`src/rtl/mem_ctrl.sv`:
```
// Byte-serial memory controller: turns word fetches and 1/2/4-byte loads/stores
// into a sequence of single-byte RAM/IO bus cycles, one byte per clock.
module mem_ctrl #(
  parameter logic [31:0] IO_ADDR_LO = 32'h30000
) (
  input  logic        clk_in,
  input  logic        rst_in,
  input  logic        rdy_in,
  input  logic [7:0]  mem_din,
  output logic [7:0]  mem_dout,
  output logic [31:0] mem_a,
  output logic        mem_wr,
  input  logic        io_buffer_full,
  input  logic        en_signal_from_if,
  input  logic [31:0] pc_from_if,
  input  logic        drop_flag_from_if,
  output logic [31:0] inst_to_if,
  output logic        ok_flag_to_if,
  input  logic        en_signal_from_lsb,
  input  logic        rw_flag_from_lsb,
  input  logic [31:0] addr_from_lsb,
  input  logic [2:0]  size_from_lsb,
  input  logic [31:0] data_from_lsb,
  output logic [31:0] data_to_lsb,
  output logic        ok_flag_to_lsb,
  input  logic        rollback_flag_from_rob
);

  typedef enum logic [1:0] {IDLE, IF_READ, LS_READ, LS_WRITE} state_t;

  state_t      state, state_n;
  logic [2:0]  cnt, cnt_n, len, len_n;
  logic [31:0] base, base_n, wdata, wdata_n, rbuf, rbuf_n;
  logic        if_pend, if_pend_n;
  logic [31:0] if_pc, if_pc_n;
  logic        ls_pend, ls_pend_n, ls_rw, ls_rw_n;
  logic [31:0] ls_addr, ls_addr_n, ls_data, ls_data_n;
  logic [2:0]  ls_len, ls_len_n, req_len;
  logic [31:0] mem_a_n, inst_n, data_n;
  logic [7:0]  mem_dout_n, wr_byte;
  logic        mem_wr_n, ok_if_n, ok_lsb_n;
  logic [31:0] cur_addr, read_word;
  logic        io_stall;

  assign cur_addr = base + {29'd0, cnt};
  assign io_stall = (cur_addr >= IO_ADDR_LO) && io_buffer_full;

  always_comb begin
    case (size_from_lsb)
      3'd1:    req_len = 3'd1;
      3'd2:    req_len = 3'd2;
      default: req_len = 3'd4;
    endcase
  end

  // The byte arriving now belongs to the address driven one cycle earlier (index cnt-1).
  always_comb begin
    read_word = rbuf;
    case (cnt)
      3'd1:    read_word[7:0]   = mem_din;
      3'd2:    read_word[15:8]  = mem_din;
      3'd3:    read_word[23:16] = mem_din;
      default: read_word[31:24] = mem_din;
    endcase
  end

  always_comb begin
    case (cnt[1:0])
      2'd0:    wr_byte = wdata[7:0];
      2'd1:    wr_byte = wdata[15:8];
      2'd2:    wr_byte = wdata[23:16];
      default: wr_byte = wdata[31:24];
    endcase
  end

  always_comb begin
    state_n    = state;
    cnt_n      = cnt;
    len_n      = len;
    base_n     = base;
    wdata_n    = wdata;
    rbuf_n     = rbuf;
    if_pend_n  = if_pend;
    if_pc_n    = if_pc;
    ls_pend_n  = ls_pend;
    ls_rw_n    = ls_rw;
    ls_addr_n  = ls_addr;
    ls_data_n  = ls_data;
    ls_len_n   = ls_len;
    mem_a_n    = mem_a;
    mem_dout_n = mem_dout;
    mem_wr_n   = mem_wr;
    inst_n     = inst_to_if;
    data_n     = data_to_lsb;
    ok_if_n    = 1'b0;
    ok_lsb_n   = 1'b0;

    case (state)
      IDLE: begin
        if (ls_pend && !(rollback_flag_from_rob && !ls_rw)) begin
          ls_pend_n = 1'b0;
          base_n    = ls_addr;
          len_n     = ls_len;
          wdata_n   = ls_data;
          rbuf_n    = '0;
          mem_a_n   = ls_addr;
          if (ls_rw) begin
            state_n = LS_WRITE;
            if (ls_addr >= IO_ADDR_LO && io_buffer_full) begin
              cnt_n    = 3'd0;
              mem_wr_n = 1'b0;
            end else begin
              cnt_n      = 3'd1;
              mem_dout_n = ls_data[7:0];
              mem_wr_n   = 1'b1;
            end
          end else begin
            state_n  = LS_READ;
            cnt_n    = 3'd1;
            mem_wr_n = 1'b0;
          end
        end else if (if_pend && !drop_flag_from_if) begin
          state_n   = IF_READ;
          if_pend_n = 1'b0;
          base_n    = if_pc;
          len_n     = 3'd4;
          rbuf_n    = '0;
          cnt_n     = 3'd1;
          mem_a_n   = if_pc;
          mem_wr_n  = 1'b0;
        end
      end
      IF_READ, LS_READ: begin
        if ((state == IF_READ && drop_flag_from_if) ||
            (state == LS_READ && rollback_flag_from_rob)) begin
          state_n  = IDLE;
          mem_a_n  = '0;
          mem_wr_n = 1'b0;
        end else if (cnt == len) begin
          state_n  = IDLE;
          mem_a_n  = '0;
          mem_wr_n = 1'b0;
          if (state == IF_READ) begin
            inst_n  = read_word;
            ok_if_n = 1'b1;
          end else begin
            data_n   = read_word;
            ok_lsb_n = 1'b1;
          end
        end else begin
          rbuf_n  = read_word;
          mem_a_n = cur_addr;
          cnt_n   = cnt + 3'd1;
        end
      end
      LS_WRITE: begin
        if (cnt == len) begin
          state_n  = IDLE;
          mem_a_n  = '0;
          mem_wr_n = 1'b0;
          ok_lsb_n = 1'b1;
        end else if (io_stall) begin
          mem_wr_n = 1'b0;
        end else begin
          mem_a_n    = cur_addr;
          mem_dout_n = wr_byte;
          mem_wr_n   = 1'b1;
          cnt_n      = cnt + 3'd1;
        end
      end
      default: state_n = IDLE;
    endcase

    // A fresh request overrides the acceptance clear above; drop/rollback override both.
    if (en_signal_from_if) begin
      if_pend_n = 1'b1;
      if_pc_n   = pc_from_if;
    end
    if (drop_flag_from_if) if_pend_n = 1'b0;
    if (en_signal_from_lsb) begin
      ls_pend_n = 1'b1;
      ls_rw_n   = rw_flag_from_lsb;
      ls_addr_n = addr_from_lsb;
      ls_data_n = data_from_lsb;
      ls_len_n  = req_len;
    end
    if (rollback_flag_from_rob && !ls_rw_n) ls_pend_n = 1'b0;
  end

  always_ff @(posedge clk_in or negedge rst_in) begin
    if (!rst_in) begin
      state          <= IDLE;
      cnt            <= '0;
      len            <= '0;
      base           <= '0;
      wdata          <= '0;
      rbuf           <= '0;
      if_pend        <= 1'b0;
      if_pc          <= '0;
      ls_pend        <= 1'b0;
      ls_rw          <= 1'b0;
      ls_addr        <= '0;
      ls_data        <= '0;
      ls_len         <= '0;
      mem_a          <= '0;
      mem_dout       <= '0;
      mem_wr         <= 1'b0;
      inst_to_if     <= '0;
      data_to_lsb    <= '0;
      ok_flag_to_if  <= 1'b0;
      ok_flag_to_lsb <= 1'b0;
    end else if (rdy_in) begin
      state          <= state_n;
      cnt            <= cnt_n;
      len            <= len_n;
      base           <= base_n;
      wdata          <= wdata_n;
      rbuf           <= rbuf_n;
      if_pend        <= if_pend_n;
      if_pc          <= if_pc_n;
      ls_pend        <= ls_pend_n;
      ls_rw          <= ls_rw_n;
      ls_addr        <= ls_addr_n;
      ls_data        <= ls_data_n;
      ls_len         <= ls_len_n;
      mem_a          <= mem_a_n;
      mem_dout       <= mem_dout_n;
      mem_wr         <= mem_wr_n;
      inst_to_if     <= inst_n;
      data_to_lsb    <= data_n;
      ok_flag_to_if  <= ok_if_n;
      ok_flag_to_lsb <= ok_lsb_n;
    end
  end

endmodule

```
`config.mk`:
```
export PLATFORM = sky130hd
export DESIGN_NAME = mem_ctrl
export DESIGN_NICKNAME = d
export VERILOG_FILES = /design/src/rtl/mem_ctrl.sv
export SDC_FILE = /design/constraint.sdc
export NUM_CORES = 1
export LEC_CHECK = 0
export BUFFER_PORTS_ARGS = -buffer_cell sky130_fd_sc_hd__buf_4
export CORE_UTILIZATION = 58
export CTS_CLUSTER_DIAMETER = 60
export DETAILED_ROUTE_END_ITERATION = 8
export HOLD_SLACK_MARGIN = 0.03
export PLACE_DENSITY = 0.79
export SLEW_MARGIN = 25
export SYNTH_ARGS = -nofsm -noshare
export SYNTH_HDL_FRONTEND = slang
export SYNTH_SLANG_ARGS = --single-unit
```
`constraint.sdc`:
```
create_clock -name clk_in -period 5.5 [get_ports clk_in]
set_input_delay 0 -clock clk_in [delete_from_list [all_inputs] [get_ports clk_in]]
set_output_delay 0 -clock clk_in [all_outputs]
set_load 0.005 [all_outputs]
```
==> impl_metrics.ini, run 1 <==
[run_status]
status = finished clean

[synth]
synth_common_cells = dfrtp_1, mux2_2, a21oi_1
synthFlopType = dfrtp_1
synthTopCellsByArea = dfrtp_1, mux2_2, a22o_1
synth_edf_count = 0
ys_seq_area_share_pct = 55.3
yosys_warnings = 0
synth.largest_area_cell = dfrtp_1
yosys_register_bits = 313
syn_area_per_cell_sq_um = 11.7
yosysMostFrequentCell = dfrtp_1
synth_nets = 1342
synth_area_sq_um = 14200
yosysUniqueCellTypes = 60
syn_inst = 1213
synth_top_area_share_pct = 55.3
synthArstFlopShare_pct = 100

[place]
post-place-cells = 1686
hpwlAfterDp_microns = 22500
finalWeightedCongestion = 0.871
pre_cts_slack_ns = 1.63
port_buffers = 222

[grt]
grt_pass1_vias = 10900
grt_max_degree = 168
grt-ovfl-total = 0
grt_usage_pct = 29.0
grt_antenna_before_repair = 1
grt_first_pass_wirelength_microns = 56600

[clock_network]
clock-sinks = 313
cts_root_buffer = clkbuf_16
clk_pin_slew_ns = 0.06
clk_latency_ns = 0.50
htreeDepth = 2
cts_tree = yes
clk_path_buf_depth = 3
numCtsBuffers = 35
cts_setup_buffers = 0

[layout]
drive_above_1_share_pct = 31.2
fin_nets = 1651
final_cell_count_no_fill = 1867
syn2layout_area_growth_pct = 30.2

[die]
die_h_microns = 158
die_width_microns = 158
rows = 56
core_sq_um = 23800
start_util_pct = 59.7
dieArea_sq_um = 25100
boundaryPins = 223

[routing]
vias = 10800
drc = 0
drt_wl_total_microns = 36000
dr.first_iter.drc_count = 895
routedWlPerCell_microns = 19.3
drt-pass1-iter-count = 5
antenna_left = 0
via_per_inst = 5.81

[pwr]
p_sw_share_pct = 34.3
p_sw_mw = 3.38
power_density_nw_per_um2 = 535
internal_power_mw = 6.49
combinationalPowerShare_pct = 37.4
p_clk_share_pct = 24.0
p_leak_nw = 8.48
power.total_mw = 9.87
peakVddDrop_mv = 0.254
power_frac_seq_pct = 38.6

[run]
maxCapViolations = 0

[critical_path]
crit_end = mem_a[16]
reg2reg_to = mem_a[16]
path_class = reg2reg
cp-start-kind = flop
r2r_cells = 10
arrival_ns = 4.30
worst-endpoint-required_ns = 5.84
cp-end-kind = flop
crit_fanout = 64
regToRegStartpoint = cnt[0]
crit_start = cnt[0]
ff2ff_setup_slack_ns = 1.54

[sta]
fmax_mhz = 252
relSlewSlack_pct = 31.4
fin_crit_sh_pct = 72.0
fin_skew_ns = 0.00889
rsz0062_at_grt = false
final-max-slew-violation-count = 0
setup_viol = 0
layout_setup_ws_ns = 1.54
fin_crit_ns = 3.96
fin_tns_setup_ns = 0
tightestPinTransition_ns = 1.03
finalHoldViolations = 0

[min_path]
hp-class = in2async
-- metal layers --
metal  vias up  wire (microns)  share of wire (%)  track usage (%)
met5         -               0                  0                0
met1      5426           15600                 43             39.5
met3        71            2050                5.7             5.39
met2       351           17200                 48             46.4
li1       4990               -                  -                -
met4         0            1120                3.1             10.4
-- sequential cells by signal, summed over array words and instances (netlist names) --
signal,flops
base,32
cnt,3
data_to_lsb,32
if_pc,32
if_pend,1
inst_to_if,32
len,3
ls_addr,32
ls_data,32
ls_len,3
ls_pend,1
ls_rw,1
mem_a,32
mem_dout,8
mem_wr,1
ok_flag_to_if,1
ok_flag_to_lsb,1
rbuf,32
state,2
wdata,32
-- kinds of logic after synthesis --
logic type | count (synthesis) | share of synthesized area [%]
AND/OR/NAND/NOR | 243 | 7.91
XOR/XNOR | 34 | 2.10
adder cells (fa/ha/maj) | 13 | 1.20
flip-flops | 313 | 55.3
buffers and inverters | 99 | 2.77
AO/OA/AOI/OAI | 288 | 13.5
multiplexers | 223 | 17.3
-- cells in the final DEF (no fill, tap or decap), types with 12 or more instances in the layout --
| cell | netlist | layout |
|---|---|---|
| ha_1 | 12 | 12 |
| mux2i_1 | 50 | 50 |
| nand3_1 | 15 | 15 |
| nand2_1 | 81 | 80 |
| a22o_1 | 63 | 63 |
| nor2_1 | 92 | 91 |
| dfrtp_1 | 313 | 313 |
| a22oi_1 | 23 | 23 |
| clkbuf_16 | 0 | 37 |
| mux2_2 | 172 | 172 |
| a21oi_1 | 96 | 96 |
| inv_1 | 18 | 18 |
| xnor2_1 | 24 | 24 |
| buf_4 | 1 | 232 |
| dlygate4sd3_1 | 0 | 118 |
| o21ai_0 | 49 | 49 |
-- critical path, stage by stage (launching register included) --
cell and delay (ns):
dfrtp_1 0.43, ha_1 0.25, fa_1 0.26, a21oi_1 0.12, or4_1 0.56, nor4_1 0.64
nor3_1 0.14, a31o_1 0.23, nand4_2 0.10, a41o_2 0.84, o21ai_0 0.22
-- worst min-delay path by stage --
stage / start / endpoint / slack (ns) / cells past startpoint
2_1_floorplan: rst_in / base[0] / -0.30 / 0
3_3_place_gp: rst_in / if_pc[18] / -0.03 / 1
3_5_place_dp: rst_in / if_pc[19] / -0.03 / 1
4_1_cts: rst_in / if_pc[19] / 0.04 / 2
5_1_grt: rst_in / if_pc[18] / 0.08 / 2
6_report: rst_in / if_pc[19] / 0.03 / 2
-- per-stage QoR --
stage          hold slack [ns]  util (%)  area [sq um]
2_1_floorplan           -0.296         -         14200
3_3_place_gp           -0.0299      67.7         16100
3_5_place_dp           -0.0334      67.7         16100
4_1_cts                 0.0445      77.7         18400
5_1_grt                 0.0798      77.7         18500
6_report                0.0274      77.7         18500
-- area by class of cell --
cell class	instances	area, sq um
Sequential cell	313	7830
Clock inverter	9	104
Fill cell	1465	5300
Antenna cell	2	5.00
Tap cell	319	399
Multi-Input combinational cell	801	5990
Timing Repair Buffer	353	2970
Clock buffer	52	1090
Inverter	18	67.6
-- power groups by stage --
stage / logic, mW / registers (mW) / clock network, mW
floorplan: 2.37 / 3.67 / 0
global placement: 3.46 / 3.79 / 0
detailed placement: 3.56 / 3.83 / 0
CTS: 3.68 / 3.80 / 2.39
global route: 4.07 / 3.91 / 2.50
finish: 3.69 / 3.81 / 2.37
-- what timing repair did --
item / 4_1_cts / 5_1_grt
resized for setup: 0 / 0
hold buffers: 118 / 0
hold endpoints to repair: 262 / 0
No activity file was read; power rests on OpenSTA's default activity.
==> inputs of run 2 (changes only) <==
--- a/config.mk
+++ b/config.mk
@@ -6,11 +6,11 @@
 export NUM_CORES = 1
 export LEC_CHECK = 0
 export BUFFER_PORTS_ARGS = -buffer_cell sky130_fd_sc_hd__buf_4
-export CORE_UTILIZATION = 58
+export CORE_UTILIZATION = 51
 export CTS_CLUSTER_DIAMETER = 60
 export DETAILED_ROUTE_END_ITERATION = 8
 export HOLD_SLACK_MARGIN = 0.03
-export PLACE_DENSITY = 0.79
+export PLACE_DENSITY = 0.74
 export SLEW_MARGIN = 25
 export SYNTH_ARGS = -nofsm -noshare
 export SYNTH_HDL_FRONTEND = slang
==> constraint.sdc (replaced) <==
create_clock -name clk_in -period 3.18 [get_ports clk_in]
set_input_delay 0 -clock clk_in [delete_from_list [all_inputs] [get_ports clk_in]]
set_output_delay 0 -clock clk_in [all_outputs]
set_load 0.005 [all_outputs]
==> run 2 against run 1 <==
Effect of this change:
- worst setup slack worse by 1.5 ns
- register-to-register slack got worse by 1.5 ns
- clock-buffer cell count shrank 3
- final area is 2.8% higher
- final cell count rose by 4.7%
==> impl_metrics.ini, run 2 (same netlist as run 1, synthesis figures left out) <==
[layout]
final_util_pct = 70.0
syn2layout_area_growth_pct = 33.9
fin_nets = 1688
final_cell_count_no_fill = 1955
seq_area_sq_um = 7830
layout_common_cells = dfrtp_1, buf_4, mux2_2, dlygate4sd3_1, a21oi_1
drive_above_1_share_pct = 33.6
multiInputGateArea_sq_um = 6140
fill_cells = 1951
final_common_cell = dfrtp_1

[critical_path]
reg2reg_to = cnt[2]
crit_end = cnt[2]
cp-end-kind = flop
regToRegStartpoint = cnt[1]
cp-start-kind = flop
ff2ff_setup_slack_ns = 0.005
path_class = reg2reg
crit_start = cnt[1]
r2r_cells = 10
crit_fanout = 3
arrival_ns = 3.56
worst-endpoint-required_ns = 3.56

[clock_network]
numCtsBuffers = 36
clk_latency_ns = 0.51
cts_tree = yes
htreeDepth = 2
clk_path_buf_depth = 3
clk_pin_slew_ns = 0.06
clock-sinks = 313
cts_root_buffer = clkbuf_16

[min_path]
hp-class = in2async

[die]
die_h_microns = 169
boundaryPins = 223
start_util_pct = 52.3
die_width_microns = 169
core_sq_um = 27100
dieArea_sq_um = 28500
rows = 60

[sta]
fin_crit_sh_pct = 99.9
fin_crit_ns = 3.18
layout_setup_ws_ns = 0.00475
fmax_mhz = 315
fin_hold_ws_ns = 0.0582
tightestPinTransition_ns = 0.787
relSlewSlack_pct = 47.4
setup_viol = 0
rsz0062_at_grt = true
fin_skew_ns = 0.0184
final-max-slew-violation-count = 0
finalHoldViolations = 0
fin_tns_setup_ns = 0

[pwr]
p_leak_nw = 8.71
p_sw_mw = 5.96
p_sw_share_pct = 34.2
p_clk_share_pct = 23.2
internal_power_mw = 11.5
combinationalPowerShare_pct = 39.1
power_frac_seq_pct = 37.7
power_density_nw_per_um2 = 918
peakVddDrop_mv = 0.455

[routing]
drc = 0
antenna_left = 0
via_per_inst = 5.57
vias = 10900
dr.first_iter.drc_count = 695
drt-pass1-iter-count = 5
drt_wl_total_microns = 35800
routedWlPerCell_microns = 18.3

[grt]
grt_antenna_before_repair = 2
grt_first_pass_wirelength_microns = 57400
grt_max_degree = 86
grt-ovfl-total = 0
grt_pass1_vias = 10900
grt_usage_pct = 25.4

[place]
hpwlAfterDp_microns = 23300
post-place-cells = 1765
pre_cts_slack_ns = -0.0333
finalWeightedCongestion = 0.882
port_buffers = 222

[run_status]
status = finished clean

[run]
maxCapViolations = 0
[run 2: cell types whose count changed in the layout (fill, tap and decap cells not counted), moves of 2 or more]
cell and change:
o21ai_0 -6, clkbuf_8 -6, ha_1 -3, or3_1 -2, nor4_1 -2, clkbuf_1 +3
ha_4 +3, buf_12 +5, or3_4 +2, o21ai_1 +6, buf_4 +30, nor3_4 +2
[run 2: layout make-up]
cell class,instances,area share [%]
Clock buffer,49,5.38
Antenna cell,2,0.0264
Timing Repair Buffer,389,17.4
Inverter,18,0.356
Multi-Input combinational cell,801,32.4
Clock inverter,11,0.732
Sequential cell,313,41.3
Tap cell,372,2.45
[run 2: metrics by stage]
step                cell area, sq um  power, mW
finish                         19000       17.4
global route                   19000       18.5
CTS                            18800       17.3
detailed placement             16400       13.0
global placement               16400       12.8
floorplan                      14200       10.5
[run 2: worst min-delay path by stage]
stage	end	cells past startpoint	slack, ns
after CTS	if_pc[16]	2	0.07
after global routing	if_pc[16]	2	0.11
final	if_pc[16]	2	0.06
after global placement	if_pc[16]	1	-0.002
after detailed placement	if_pc[16]	1	-0.005
after floorplan	base[0]	0	-0.30
[run 2: repair_timing]
item | in CTS | in global routing
gates resized for setup | 2 | 22
setup endpoints to repair | 15 | 43
pin swaps | 3 | 15
hold buffers | 118 | 0
hold endpoints to repair | 432 | 0
setup buffers | 0 | 10
[run 2: per-layer routing]
layer / global-route usage (%) / vias up / part of all wire [%]
met5: 0 / - / 0
met4: 9.41 / 0 / 3.3
met3: 3.34 / 69 / 4.5
met2: 40.5 / 327 / 47
met1: 35.6 / 5409 / 45
li1: - / 5079 / -
[run 2: power by group through the flow]
stage          Sequential [mW]  Clock [mW]  Combinational, mW
2_1_floorplan             6.36           0               4.12
3_3_place_gp              6.52           0               6.29
3_5_place_dp              6.59           0               6.44
4_1_cts                   6.54        4.14               6.63
5_1_grt                   6.75        4.27               7.48
6_report                  6.57        4.05               6.81
[run 2: critical path, cell delays in order (launching register included)]
cell      delay (ns)
dfrtp_2         0.43
ha_4            0.28
a211o_1         0.14
or4b_4          0.50
or2_4           0.26
o311a_4         0.32
a221oi_4        0.21
nand4_2         0.18
a21o_1          0.25
a21o_1          0.20
mux2_4          0.30
==> inputs of run 3 (changes only) <==
--- a/config.mk
+++ b/config.mk
@@ -6,6 +6,8 @@
 export NUM_CORES = 1
 export LEC_CHECK = 0
 export BUFFER_PORTS_ARGS = -buffer_cell sky130_fd_sc_hd__buf_4
+export CAP_MARGIN = 10
+export CORE_MARGIN = 8
 export CORE_UTILIZATION = 51
 export CTS_CLUSTER_DIAMETER = 60
 export DETAILED_ROUTE_END_ITERATION = 8
==> constraint.sdc (replaced) <==
create_clock -name clk_in -period 3.18 [get_ports clk_in]
set_input_delay 0.318 -clock clk_in [delete_from_list [all_inputs] [get_ports clk_in]]
set_output_delay 0.318 -clock clk_in [all_outputs]
set_load 0.005 [all_outputs]
==> run 3 against run 2 <==
Effect of this change:
- core utilization is 5.4 points lower
- largest power group unchanged
- final area down 6.1%
- critical path depth is 1 higher
- worst setup slack better by 0.017 ns
- highest routed layer is now met5
==> impl_metrics.ini, run 3 (same netlist as run 1, synthesis figures left out) <==
[die]
boundaryPins = 223
core_sq_um = 27600
rows = 61
die_width_microns = 183
dieArea_sq_um = 33400
start_util_pct = 51.5
die_h_microns = 183

[clock_network]
numCtsBuffers = 36
cts_root_buffer = clkbuf_16
clk_path_buf_depth = 3
clock-sinks = 313
clk_latency_ns = 0.51
clk_pin_slew_ns = 0.06
htreeDepth = 2
cts_tree = yes

[critical_path]
crit_fanout = 5
r2r_cells = 11
cp-start-kind = flop
worst-endpoint-required_ns = 3.57
arrival_ns = 3.54
cp-end-kind = flop
regToRegStartpoint = cnt[2]
path_class = reg2reg
reg2reg_to = cnt[2]
crit_start = cnt[2]
ff2ff_setup_slack_ns = 0.02

[min_path]
min_from = addr_from_lsb[31]
worstHoldPathCells = 2
min_to = ls_addr[31]
hp-class = in2reg

[routing]
dr.first_iter.drc_count = 793
drt-pass1-iter-count = 7
vias = 10500
antenna_left = 0
via_per_inst = 5.63
routedWlPerCell_microns = 19.5
drc = 0
drt_wl_total_microns = 36300

[grt]
grt_first_pass_wirelength_microns = 58200
grt_usage_pct = 21.5
grt_max_degree = 88
grt_pass1_vias = 10800
grt_antenna_before_repair = 3
grt-ovfl-total = 0

[pwr]
peakVddDrop_mv = 0.499
p_leak_nw = 8.23
power.total_mw = 17.0
power_density_nw_per_um2 = 956

[sta]
fin_crit_ns = 3.16
fin_skew_ns = 0.0162
final-max-slew-violation-count = 0
fin_hold_ws_ns = 0.0450
fin_crit_sh_pct = 99.3
fmax_mhz = 317
setup_viol = 0
finalHoldViolations = 0
rsz0062_at_grt = true
relSlewSlack_pct = 32.8
tightestPinTransition_ns = 1.01

[run_status]
status = finished clean

[layout]
fin_nets = 1587
final_common_cell = dfrtp_1
layout_common_cells = dfrtp_1, buf_4, mux2_2, a21oi_1, nor2_1
syn2layout_area_growth_pct = 25.6
drive_above_1_share_pct = 35.9
seq_area_sq_um = 7840
multiInputGateArea_sq_um = 6060
fill_cells = 2159

[place]
finalWeightedCongestion = 0.921
port_buffers = 222
hpwlAfterDp_microns = 25300

[run]
maxCapViolations = 0
-- run 3: critical path: stages (launching register included) --
cell and delay (ns):
dfrtp_2 0.43, ha_4 0.30, o211ai_1 0.10, or4b_4 0.56
buf_4 0.18, o21ai_0 0.16, nand4_1 0.13, a221oi_2 0.28
nand4_2 0.16, a21o_1 0.24, a21o_1 0.20, mux2_4 0.30
-- run 3: per-layer routing --
layer / wire length [microns] / global-route usage, %
met1: 16000 / 28.6
met5: 88 / 0
met4: 854 / 6.66
met2: 16900 / 34.3
met3: 2530 / 5.39
-- run 3: repair_timing --
action,4_1_cts,5_1_grt
buffers inserted,0,7
resized for setup,3,7
pin swaps,2,13
setup endpoints to repair,3,43
hold buffers,11,2
endpoints found under the hold margin,91,2
-- run 3: per-stage QoR --
stage / area [sq um] / setup slack (ns) / utilization (%) / cells / setup TNS, ns
6_report: 17800 / 0.0216 / 64.6 / 1857 / 0
5_1_grt: 17800 / -0.121 / 64.6 / 1857 / -2.36
4_1_cts: 17700 / 0.0118 / 64.3 / 1847 / 0
3_5_place_dp: 16500 / -0.0275 / 59.9 / 1778 / -0.0516
3_3_place_gp: 16500 / 0.0353 / 59.8 / 1778 / 0
2_1_floorplan: 14200 / 0.00256 / - / 1213 / 0
-- run 3: report_power, final --
group	total [mW]	switching (mW)	internal, mW
sequential	6.55	1.10	5.45
clock	3.85	1.58	2.27
combinational	6.63	3.25	3.38
-- run 3: how the worst max path moves through the flow --
stage,endpoint,slack (ns),cells after the start
final,cnt[2],0.02,11
after global routing,cnt[1],-0.12,12
after CTS,cnt[2],0.01,11
after detailed placement,cnt[2],-0.03,11
after global placement,cnt[2],0.04,10
after floorplan,cnt[2],0.003,12
-- run 3: cell type report --
cell class | instances | area share (%)
sequential | 313 | 44.0
multi-input combinational | 801 | 34.0
timing repair buffer | 288 | 12.8
clock buffer | 49 | 5.79
tap | 378 | 2.66
clock inverter | 9 | 0.393
inverter | 18 | 0.379
antenna | 1 | 0.0140
